`src/rtl/sonar_scan_controller.sv`:
```
// Sweep sequencer for the sonar: steps the servo ping-pong over NUM_POS positions,
// settles, triggers one measurement and walks the UART through a NUM_CHARS frame.
module sonar_scan_controller #(
    parameter int SETTLE_CYCLES  = 25_000_000,
    parameter int TIMEOUT_CYCLES = 2_500_000,
    parameter int NUM_POS        = 8,
    parameter int NUM_CHARS      = 8
) (
    input  logic       clock,
    input  logic       reset,
    input  logic       ligar,
    input  logic       medida_pronto,
    input  logic       tx_pronto,
    output logic       medir,
    output logic       transmitir,
    output logic [2:0] sel_char,
    output logic [2:0] posicao,
    output logic       fim_posicao,
    output logic       timeout,
    output logic [3:0] db_estado
);

    localparam int MAX_CYCLES = (SETTLE_CYCLES > TIMEOUT_CYCLES) ? SETTLE_CYCLES : TIMEOUT_CYCLES;
    localparam int CNT_W      = $clog2(MAX_CYCLES + 1);

    localparam logic [CNT_W-1:0] CNT_ZERO     = CNT_W'(0);
    localparam logic [CNT_W-1:0] CNT_ONE      = CNT_W'(1);
    localparam logic [CNT_W-1:0] SETTLE_LAST  = CNT_W'(SETTLE_CYCLES - 1);
    localparam logic [CNT_W-1:0] TIMEOUT_LAST = CNT_W'(TIMEOUT_CYCLES - 1);
    localparam logic [2:0]       POS_LAST     = 3'(NUM_POS - 1);
    localparam logic [2:0]       CHAR_LAST    = 3'(NUM_CHARS - 1);

    typedef enum logic [3:0] {
        INICIAL        = 4'd0,
        ESPERA         = 4'd1,
        MEDE           = 4'd2,
        AGUARDA_MEDIDA = 4'd3,
        TRANSMITE      = 4'd4,
        AGUARDA_TX     = 4'd5,
        PROXIMO_CHAR   = 4'd6,
        ATUALIZA_POS   = 4'd7
    } state_t;

    state_t           state_r, state_s;
    logic [CNT_W-1:0] count_r, count_s;
    logic [2:0]       sel_char_r, sel_char_s;
    logic [2:0]       posicao_r, posicao_s;
    logic             dir_up_r, dir_up_s;
    logic             timeout_s;
    logic             medir_r, transmitir_r, fim_posicao_r, timeout_r;

    // Next-state, counter and datapath-register decisions.
    // The counter is zero in the first cycle of ESPERA and of MEDE, so the
    // measurement window (MEDE + AGUARDA_MEDIDA) spans TIMEOUT_CYCLES cycles.
    always_comb begin
        state_s    = state_r;
        count_s    = count_r;
        sel_char_s = sel_char_r;
        posicao_s  = posicao_r;
        dir_up_s   = dir_up_r;
        timeout_s  = 1'b0;
        case (state_r)
            INICIAL: begin
                if (ligar) begin
                    state_s = ESPERA;
                    count_s = CNT_ZERO;
                end else begin
                    state_s = INICIAL;
                end
            end
            ESPERA: begin
                if (count_r >= SETTLE_LAST) begin
                    state_s = MEDE;
                    count_s = CNT_ZERO;
                end else begin
                    count_s = count_r + CNT_ONE;
                end
            end
            MEDE: begin
                state_s = AGUARDA_MEDIDA;
                count_s = count_r + CNT_ONE;
            end
            AGUARDA_MEDIDA: begin
                if (medida_pronto) begin
                    state_s    = TRANSMITE;
                    sel_char_s = 3'd0;
                end else if (count_r >= TIMEOUT_LAST) begin
                    state_s    = TRANSMITE;
                    sel_char_s = 3'd0;
                    timeout_s  = 1'b1;
                end else begin
                    count_s = count_r + CNT_ONE;
                end
            end
            TRANSMITE: begin
                state_s = AGUARDA_TX;
            end
            AGUARDA_TX: begin
                if (!tx_pronto) begin
                    state_s = AGUARDA_TX;
                end else if (sel_char_r == CHAR_LAST) begin
                    state_s = ATUALIZA_POS;
                end else begin
                    state_s = PROXIMO_CHAR;
                end
            end
            PROXIMO_CHAR: begin
                state_s    = TRANSMITE;
                sel_char_s = sel_char_r + 3'd1;
            end
            ATUALIZA_POS: begin
                if (dir_up_r) begin
                    if (posicao_r == POS_LAST) begin
                        dir_up_s  = 1'b0;
                        posicao_s = POS_LAST - 3'd1;
                    end else begin
                        posicao_s = posicao_r + 3'd1;
                    end
                end else begin
                    if (posicao_r == 3'd0) begin
                        dir_up_s  = 1'b1;
                        posicao_s = 3'd1;
                    end else begin
                        posicao_s = posicao_r - 3'd1;
                    end
                end
                if (ligar) begin
                    state_s = ESPERA;
                    count_s = CNT_ZERO;
                end else begin
                    state_s = INICIAL;
                end
            end
            default: begin
                state_s = INICIAL;
                count_s = CNT_ZERO;
            end
        endcase
    end

    // State, datapath and registered pulse outputs.
    always_ff @(posedge clock or negedge reset) begin
        if (!reset) begin
            state_r       <= INICIAL;
            count_r       <= CNT_ZERO;
            sel_char_r    <= 3'd0;
            posicao_r     <= 3'd0;
            dir_up_r      <= 1'b1;
            medir_r       <= 1'b0;
            transmitir_r  <= 1'b0;
            fim_posicao_r <= 1'b0;
            timeout_r     <= 1'b0;
        end else begin
            state_r       <= state_s;
            count_r       <= count_s;
            sel_char_r    <= sel_char_s;
            posicao_r     <= posicao_s;
            dir_up_r      <= dir_up_s;
            medir_r       <= (state_s == MEDE);
            transmitir_r  <= (state_s == TRANSMITE);
            fim_posicao_r <= (state_s == ATUALIZA_POS);
            timeout_r     <= timeout_s;
        end
    end

    assign medir       = medir_r;
    assign transmitir  = transmitir_r;
    assign fim_posicao = fim_posicao_r;
    assign timeout     = timeout_r;
    assign sel_char    = sel_char_r;
    assign posicao     = posicao_r;
    assign db_estado   = state_r;

endmodule

```
`config.mk`:
```
export PLATFORM = sky130hd
export DESIGN_NAME = sonar_scan_controller
export DESIGN_NICKNAME = d
export VERILOG_FILES = /design/src/rtl/sonar_scan_controller.sv
export SDC_FILE = /design/constraint.sdc
export NUM_CORES = 1
export LEC_CHECK = 0
export BUFFER_PORTS_ARGS = -buffer_cell sky130_fd_sc_hd__clkbuf_2
export CORE_MARGIN = 2
export CORE_UTILIZATION = 40
export DETAILED_ROUTE_END_ITERATION = 6
export GPL_ROUTABILITY_DRIVEN = 0
export GPL_TIMING_DRIVEN = 0
export PLACE_DENSITY_LB_ADDON = 0.15
export SKIP_LAST_GASP = 1
export SLEW_MARGIN = 0
export SYNTH_ARGS = -nofsm -noshare
export SYNTH_HDL_FRONTEND = slang
export SYNTH_SLANG_ARGS = --single-unit
```
`constraint.sdc`:
```
create_clock -name clock -period 6.5 [get_ports clock]
set_input_delay 0.325 -clock clock [delete_from_list [all_inputs] [get_ports clock]]
set_output_delay 0.325 -clock clock [all_outputs]
set_load 0.05 [all_outputs]
```
==> results of run 1 <==
power breakdown:
part	total (W)	switching (W)	leakage, nW	internal [W]
clock	0.000205	0.0000907	0.0552	0.000114
sequential	0.000268	0.0000108	0.545	0.000257
combinational	0.0000995	0.0000662	0.693	0.0000333
total	0.000572	0.000168	1.29	0.000404
cells in the final DEF, fill, tap and decap left out, drive strengths merged, types with 2 or more instances in the layout:
master and n:
a21o 8, dfrtp 39, nor3 6, nor2 27, a22o 11, o22ai 4
mux2i 9, o311a 2, nor2b 2, o21ai 16, nand3b 3, o31ai 2
o21bai 2, o2111ai 2, or2 4, buf 4, o2bb2ai 2, nand3 14
and3 4, or3 4, clkbuf 32, a21oi 19, o211a 2, inv 17
and4 3, nand4 3, and2 2, o41ai 2, o211ai 4, ha 7
nand2 22, nor4 3
state kept, by name, indices dropped and copies added (netlist names):
signal	cells
count_r	25
db_estado	4
dir_up_r	1
fim_posicao	1
medir	1
posicao	3
sel_char	3
timeout	1
transmitir	1
per-layer routing:
layer / GRT usage (%) / wire [microns] / vias to the layer above
li1: - / - / 1060
met5: 0 / 0 / -
met2: 28.37 / 2783 / 47
met3: 2.967 / 224 / 6
met4: 6.833 / 60 / 0
met1: 29.19 / 2942 / 1016
final timing paths:
| check | end | cells past startpoint |
|---|---|---|
| worst max-delay path | count_r[19] | 8 |
| worst min-delay path | db_estado[2] | 1 |
| worst max register to register | count_r[19] | 8 |
| worst min register to register | db_estado[2] | 1 |
| max in group asynchronous | count_r[23] | 1 |
| min in group clock | timeout | 2 |
layout make-up:
class                           count  area [sq um]  share of cell area (%)
Tap cell                           75         93.84                   3.439
Clock buffer                        6         72.57                   2.659
Buffer                             12         50.05                   1.834
Multi-Input combinational cell    205          1321                   48.42
Sequential cell                    40          1002                   36.73
Inverter                           17         63.81                   2.338
Timing Repair Buffer               18         90.09                   3.301
Clock inverter                      2         35.03                   1.284
cell families after synthesis:
family                     after synthesis  share of synthesized area, %
other                                    1                        0.1539
muxes                                   10                         4.158
AOI/OAI and AO/OA                       86                         25.57
DFF                                     40                         41.12
adders and majority gates                7                         3.593
and+or+nand+nor                        101                         20.74
buffers and inverters                   29                         4.671
critical path, cell delays in order (launching register included):
cell,delay (ns)
dfrtp_1,0.38
clkbuf_1,0.21
nor2_1,0.37
nand3b_1,0.17
or2_2,0.30
o22ai_1,0.44
clkbuf_1,0.48
o211ai_1,0.15
mux2i_1,0.14
through the flow:
stage	setup WS, ns	instances	hold WS (ns)
2_1_floorplan	4.206	274	0.02941
3_3_place_gp	3.887	367	0.4932
3_5_place_dp	3.878	367	0.4912
4_1_cts	3.845	375	0.2142
5_1_grt	3.532	375	0.2234
6_report	3.774	375	0.1819
==> metrics.md, run 1 <==
| Metric | Value |
|---|---|
| Layout area overhead | `11.96%` |
| Full die area | `0.006734 sq mm` |
| CTS clk-pin slew, worst paths | `0.08 ns` |
| Clock root cell | `clkbuf_8` |
| CTS Buf Count | `5` |
| Starting density of the core | `41.17%` |
| Number of global-route vias before repair | `1936` |
| Share of the synthesized area in the top cell type | `40.04%` |
| Syn Area/Cell | `8.895 sq um` |
| # fillers | `579` |
| Post-synthesis cell area | `0.002437 sq mm` |
| Share of cells above drive strength 1 | `13.67%` |
| Design Power | `0.0005722 W` |
| Gr usage total | `19.49%` |
| Vias per inst | `5.677` |
| Worst setup path startpoint | `db_estado[2]` |
| Outcome | `completed` |
| CTS tree | `yes` |
| Wire per inst | `16.03 microns` |
| Clock skew | `0.007197 ns` |
| Synth area leader | `dfrtp_1` |
| Pins Over Slew Limit | `0` |
| Total congestion overflow | `0` |
| CP Data Arrival Time | `2.95 ns` |
| I/O pin count | `19` |
| Synth cell types | `54` |
| WP data required | `6.72 ns` |
| Maximum clock insertion buffer count | `2` |
| Synthesized Nets | `286` |
| Register area share after synthesis | `41.12%` |
| Fin nets | `311` |
| Initial antenna violation count | `0` |
| Skew-Pair Late Insertion Delay | `0.30 ns` |
| Leak | `1.294 nW` |
| Die Y | `82.06 microns` |
| Chip width | `82.06 microns` |
| Antenna-violating nets left | `0` |
| Final core occ | `46.09%` |
| Final setup viols | `0` |
| DR DRC count | `0` |
| Design Area, Final | `0.002729 sq mm` |
| Post-CTS setup buffers | `0` |
| Routed wire length | `6.011 mm` |
| Worst-Margin Slew | `1.022 ns` |
| WS Path Type | `reg -> reg` |
| Post_cts resized | `0` |
| Final hold violation count | `0` |
| Port bufs | `18` |
| Post-DP HPWL | `4.206 mm` |
| Area after DPL | `0.002621 sq mm` |
| Startpoint Class | `register` |
| Flops & latches, synth | `40` |
| Top-count cell post-synth | `dfrtp_1` |
| Synth Warn # | `0` |
| Antenna diodes | `0` |
| First-pass GRT wire length | `9.846 mm` |
| FF-to-FF Start | `db_estado[2]` |
| Most used flip-flop cell after synthesis | `dfrtp_1` |
| Commonest cells in the netlist | `dfrtp_1 (39), nor2_1 (27), nand2_1 (22), a21oi_1 (19), inv_1 (17)` |
| Crit-path max FO | `10` |
| Setup TNS | `0 ns` |
| Fin crit period | `2.726 ns` |
| Core Footprint | `0.005921 sq mm` |
| Row count | `28` |
| Hold WC Path Type | `in -> async` |
| Post-route clock period utilization | `41.94%` |
| MaxCap Viol Count | `0` |
| Clock Sinks | `40` |
| Crit. End Element | `register` |
| Peak Freq | `366.8 MHz` |
| Relative slew margins | `31.87%` |
| Synthesized instance count | `274` |
| Post-synth EDFFs | `0` |
| H-Tree Depth | `2` |
| Hold_buf cts | `0` |
| Via count | `2129` |
| FFs w/ async S/R, synth | `100.0%` |
| Largest net degree at the start of global routing | `41` |
| RSZ-0062 raised after global routing | `false` |
| DRT iter0 DRCs | `112` |
| Worst VDD drop | `0.09834 mV` |
| Detailed-router iteration count before antenna repair | `4` |
| Ranking of synthesized cells by area | `dfrtp_1 (40%), nor2_1 (4.2%), a21oi_1 (3.9%), mux2i_1 (3.7%), ha_1 (3.6%)` |
| R2R Setup Slk | `3.77 ns` |
| Pwr dens | `209.7 mW/mm^2` |
Power figures use the tool's default switching activity.
==> run 2: changes to the inputs <==
--- a/config.mk
+++ b/config.mk
@@ -5,6 +5,7 @@
 export SDC_FILE = /design/constraint.sdc
 export NUM_CORES = 1
 export LEC_CHECK = 0
+export ABC_AREA = 1
 export BUFFER_PORTS_ARGS = -buffer_cell sky130_fd_sc_hd__clkbuf_2
 export CORE_MARGIN = 2
 export CORE_UTILIZATION = 40
==> constraint.sdc (replaced) <==
create_clock -name clock -period 2.8 [get_ports clock]
set_input_delay 0.14 -clock clock [delete_from_list [all_inputs] [get_ports clock]]
set_output_delay 0.14 -clock clock [all_outputs]
set_load 0.05 [all_outputs]
==> run 2 against run 1 <==
Largest power group unchanged. Critical path depth rose by 4. Die area increased by 26%. Sequential power up 120%. Via count is 41% higher. Sequential share of layout area fell by 7.5 points.
==> metrics.md, run 2 <==
| Metric | Value |
|---|---|
| RSZ-0062 raised after global routing | `false` |
| Flops & latches, synth | `40 (unchanged)` |
| Max incr delay on CP | `0.47 ns (about the same)` |
| Core Footprint | `0.007647 sq mm (+29%)` |
| Flop pwr share | `52.8% (+6.0 points)` |
| Startpoint Class | `register` |
| Post-synth EDFFs | `0 (unchanged)` |
| Synthesized instance count | `514 (+88%)` |
| Port bufs | `18 (unchanged)` |
| Commonest non-fill, non-tap cell in the layout | `nand2_1` |
| Fin cells | `642 (+71%)` |
| H-Tree Depth | `2 (unchanged)` |
| Post-route clock period utilization | `76.62% (+35 points)` |
| Pwr dens | `327.9 mW/mm^2 (+56%)` |
| FFs w/ async S/R, synth | `100.0% (unchanged)` |
| Synth cell types | `32 (-41%)` |
| Outcome | `completed` |
| CTS tree | `yes` |
| Antenna-violating nets left | `0 (unchanged)` |
| Fin crit period | `2.145 ns (-0.5810 ns)` |
| Gr usage total | `19.67% (+0.18 points)` |
| Antenna diodes | `0 (unchanged)` |
| CP dominant cell by count | `nand2_1` |
| Vias per inst | `4.664 (-18%)` |
| Most used flip-flop cell after synthesis | `dfrtp_1` |
| Full die area | `0.008501 sq mm (+26%)` |
| Chip width | `92.20 microns (+12%)` |
| CTS clk-pin slew, worst paths | `0.10 ns (+0.02 ns)` |
| Placed insts | `634 (+73%)` |
| Detailed-router iteration count before antenna repair | `4 (unchanged)` |
| Ranking of synthesized cells by area | `dfrtp_1 (31%), nand2_1 (27%), nor2_1 (7.6%), nand3_1 (7.2%), inv_1 (6.6%)` |
| Net Switching | `0.0003167 W (+89%)` |
| Clock Sinks | `40 (unchanged)` |
| Design Area, Final | `0.003427 sq mm (+26%)` |
| Number of global-route vias before repair | `2783 (+44%)` |
| Wire per inst | `11.86 microns (-26%)` |
| Via count | `2994 (+41%)` |
| Largest reg by FF count | `count_r` |
| Hold WC Path Type | `in -> async` |
| Layout area overhead | `10.13%` |
| Syn Area/Cell | `6.054 sq um (-32%)` |
| First-pass GRT wire length | `13.37 mm (+36%)` |
| Leak | `1.860 nW (+44%)` |
| Crit. End Element | `register` |
| Register area share after synthesis | `32.21% (-8.9 points)` |
| Synthesized Nets | `526 (+84%)` |
| Pins Over Slew Limit | `0 (unchanged)` |
| Die Y | `92.20 microns (+12%)` |
| Sw Share | `28.18% (-1.1 points)` |
| Row count | `32 (+14%)` |
| DRT iter0 DRCs | `120 (+7.1%)` |
| Skew-Pair Late Insertion Delay | `0.31 ns (about the same)` |
| WP data required | `3.05 ns (-3.67 ns)` |
| Worst VDD drop | `0.1840 mV (+87%)` |
| Post-DP HPWL | `5.875 mm (+40%)` |
| Internal | `0.0008070 W (+100%)` |
| Final setup viols | `0 (unchanged)` |
| Share of cells above drive strength 1 | `10.00% (-3.7 points)` |
| WS Path Type | `reg -> reg` |
| CTS Buf Count | `5 (unchanged)` |
| Most frequent cells in the layout | `nand2_1 (224), nor2_1 (63), inv_1 (55), nand3_1 (45), dfrtp_1 (39)` |
| Peak Freq | `466.1 MHz (+27%)` |
| Max reg flops | `25 (unchanged)` |
| Relative slew margins | `30.08% (-1.8 points)` |
| Post-synthesis cell area | `0.003112 sq mm (+28%)` |
| CP max-delay cell | `dfrtp_1` |
| Initial antenna violation count | `0 (unchanged)` |
| Post-CTS setup buffers | `0 (unchanged)` |
| MaxCap Viol Count | `0 (unchanged)` |
| Clock skew | `0.01529 ns (+0.008092 ns)` |
| Hold_buf cts | `0 (unchanged)` |
| Total congestion overflow | `0 (unchanged)` |
| I/O pin count | `19 (unchanged)` |
| Final core occ | `44.81% (-1.3 points)` |
| Design Power | `0.001124 W (+96%)` |
| Setup TNS | `0 ns (unchanged)` |
| Fin nets | `551 (+77%)` |
| Share of the synthesized area in the top cell type | `31.36% (-8.7 points)` |
| Crit-path max FO | `10 (unchanged)` |
| Area after DPL | `0.003329 sq mm (+27%)` |
| Largest net degree at the start of global routing | `41 (unchanged)` |
| Top-count cell post-synth | `nand2_1` |
| Maximum clock insertion buffer count | `2 (unchanged)` |
| Clock share of power | `39.0% (+3.2 points)` |
| Routed wire length | `7.612 mm (+27%)` |
| # fillers | `853 (+47%)` |
| Post_cts resized | `0 (unchanged)` |
| Synth Warn # | `0 (unchanged)` |
| Logic pwr share | `8.2% (-9.2 points)` |
| DR DRC count | `0 (unchanged)` |
| Synth area leader | `dfrtp_1` |
| Clock root cell | `clkbuf_8` |
| CP Cell Sequence | `ha_1, nand3_2, inv_2, nand2_1, nand4_1, nand2_1, nand3_2, nand2_4, nand3_4, buf_6, nand2_1, nand2_1` |
| R2R Setup Slk | `0.65 ns (-3.12 ns)` |
| Commonest cells in the netlist | `nand2_1 (224), nor2_1 (63), inv_1 (55), nand3_1 (45), dfrtp_1 (39)` |
| CP Data Arrival Time | `2.40 ns (-0.55 ns)` |
| Worst-Margin Slew | `1.049 ns (+0.02678 ns)` |
| Starting density of the core | `40.69% (-0.48 points)` |
| Final hold violation count | `0 (unchanged)` |
[run 2: cell count changes in the layout (fill, tap and decap cells not counted), sizes merged, moves of 5 or more]
cell,previous run,this run
buf,4,9
nand2,22,227
a22o,11,0
inv,17,61
mux2i,9,0
xor2,0,9
a21oi,19,10
nor2,27,66
nand3,14,48
a21o,8,0
[run 2: path summary, 6_finish.rpt]
kind / start / to / cells after the start
setup / recovery: count_r[0] / count_r[19] / 12
hold / removal: reset / count_r[18] / 1
setup reg to reg: count_r[0] / count_r[19] / 12
hold reg to reg: dir_up_r / dir_up_r / 2
max in group asynchronous: reset / posicao[2] / 1
min in group clock: medida_pronto / timeout / 4
[run 2: through the flow]
| stage | setup slack (ns) | hold slack, ns |
|---|---|---|
| floorplan | 0.8592 | -0.1556 |
| global placement | 0.6825 | 0.3697 |
| detailed placement | 0.6755 | 0.3848 |
| CTS | 0.6438 | 0.05220 |
| global route | 0.4703 | 0.1191 |
| finish | 0.6547 | 0.01037 |
[run 2: area by class of cell]
cell class                      instances  area, sq um  share of cell area (%)
Sequential cell                        40         1002                   29.24
Buffer                                 13        80.08                   2.337
Multi-Input combinational cell        398         1793                   52.32
Tap cell                              102        127.6                   3.724
Clock buffer                            6        82.58                   2.410
Inverter                               63        236.5                   6.900
Clock inverter                          2        15.01                  0.4381
Timing Repair Buffer                   18        90.09                   2.629
[run 2: cell families (layout without fill, tap and decap cells)]
family | Yosys count | count (layout) | synth area share [%]
compound gates | 27 | 27 | 4.785
xor+xnor | 13 | 13 | 3.659
fa+ha+maj | 7 | 7 | 2.815
buf+inv | 76 | 102 | 10.17
flops | 40 | 40 | 32.21
other cells | 1 | 1 | 0.1205
simple gates | 350 | 350 | 46.24
[run 2: critical path, delay by kind of cell (launching register included)]
family	cells	cell delay [ns]
buf+inv	2	0.32
flops	1	0.47
fa+ha+maj	1	0.38
simple gates	9	0.93
[run 2: power groups by stage]
stage | sequential (W) | combinational (W) | clock, W
3_5_place_dp | 0.000605 | 0.0000937 | 0
4_1_cts | 0.000594 | 0.0000943 | 0.000453
3_3_place_gp | 0.000605 | 0.0000921 | 0
5_1_grt | 0.000595 | 0.000104 | 0.000471
2_1_floorplan | 0.000616 | 0.0000464 | 0
6_report | 0.000593 | 0.0000919 | 0.000438
[run 2: metal layers]
layer | track usage, % | share of wire (%) | wire [microns] | up-vias
li1 | - | - | - | 1621
met1 | 27.06 | 51 | 3866 | 1327
met2 | 31.62 | 45 | 3396 | 36
met3 | 3.369 | 3.0 | 230 | 10
met4 | 6.095 | 1.6 | 120 | 0
met5 | 0 | 0 | 0 | -
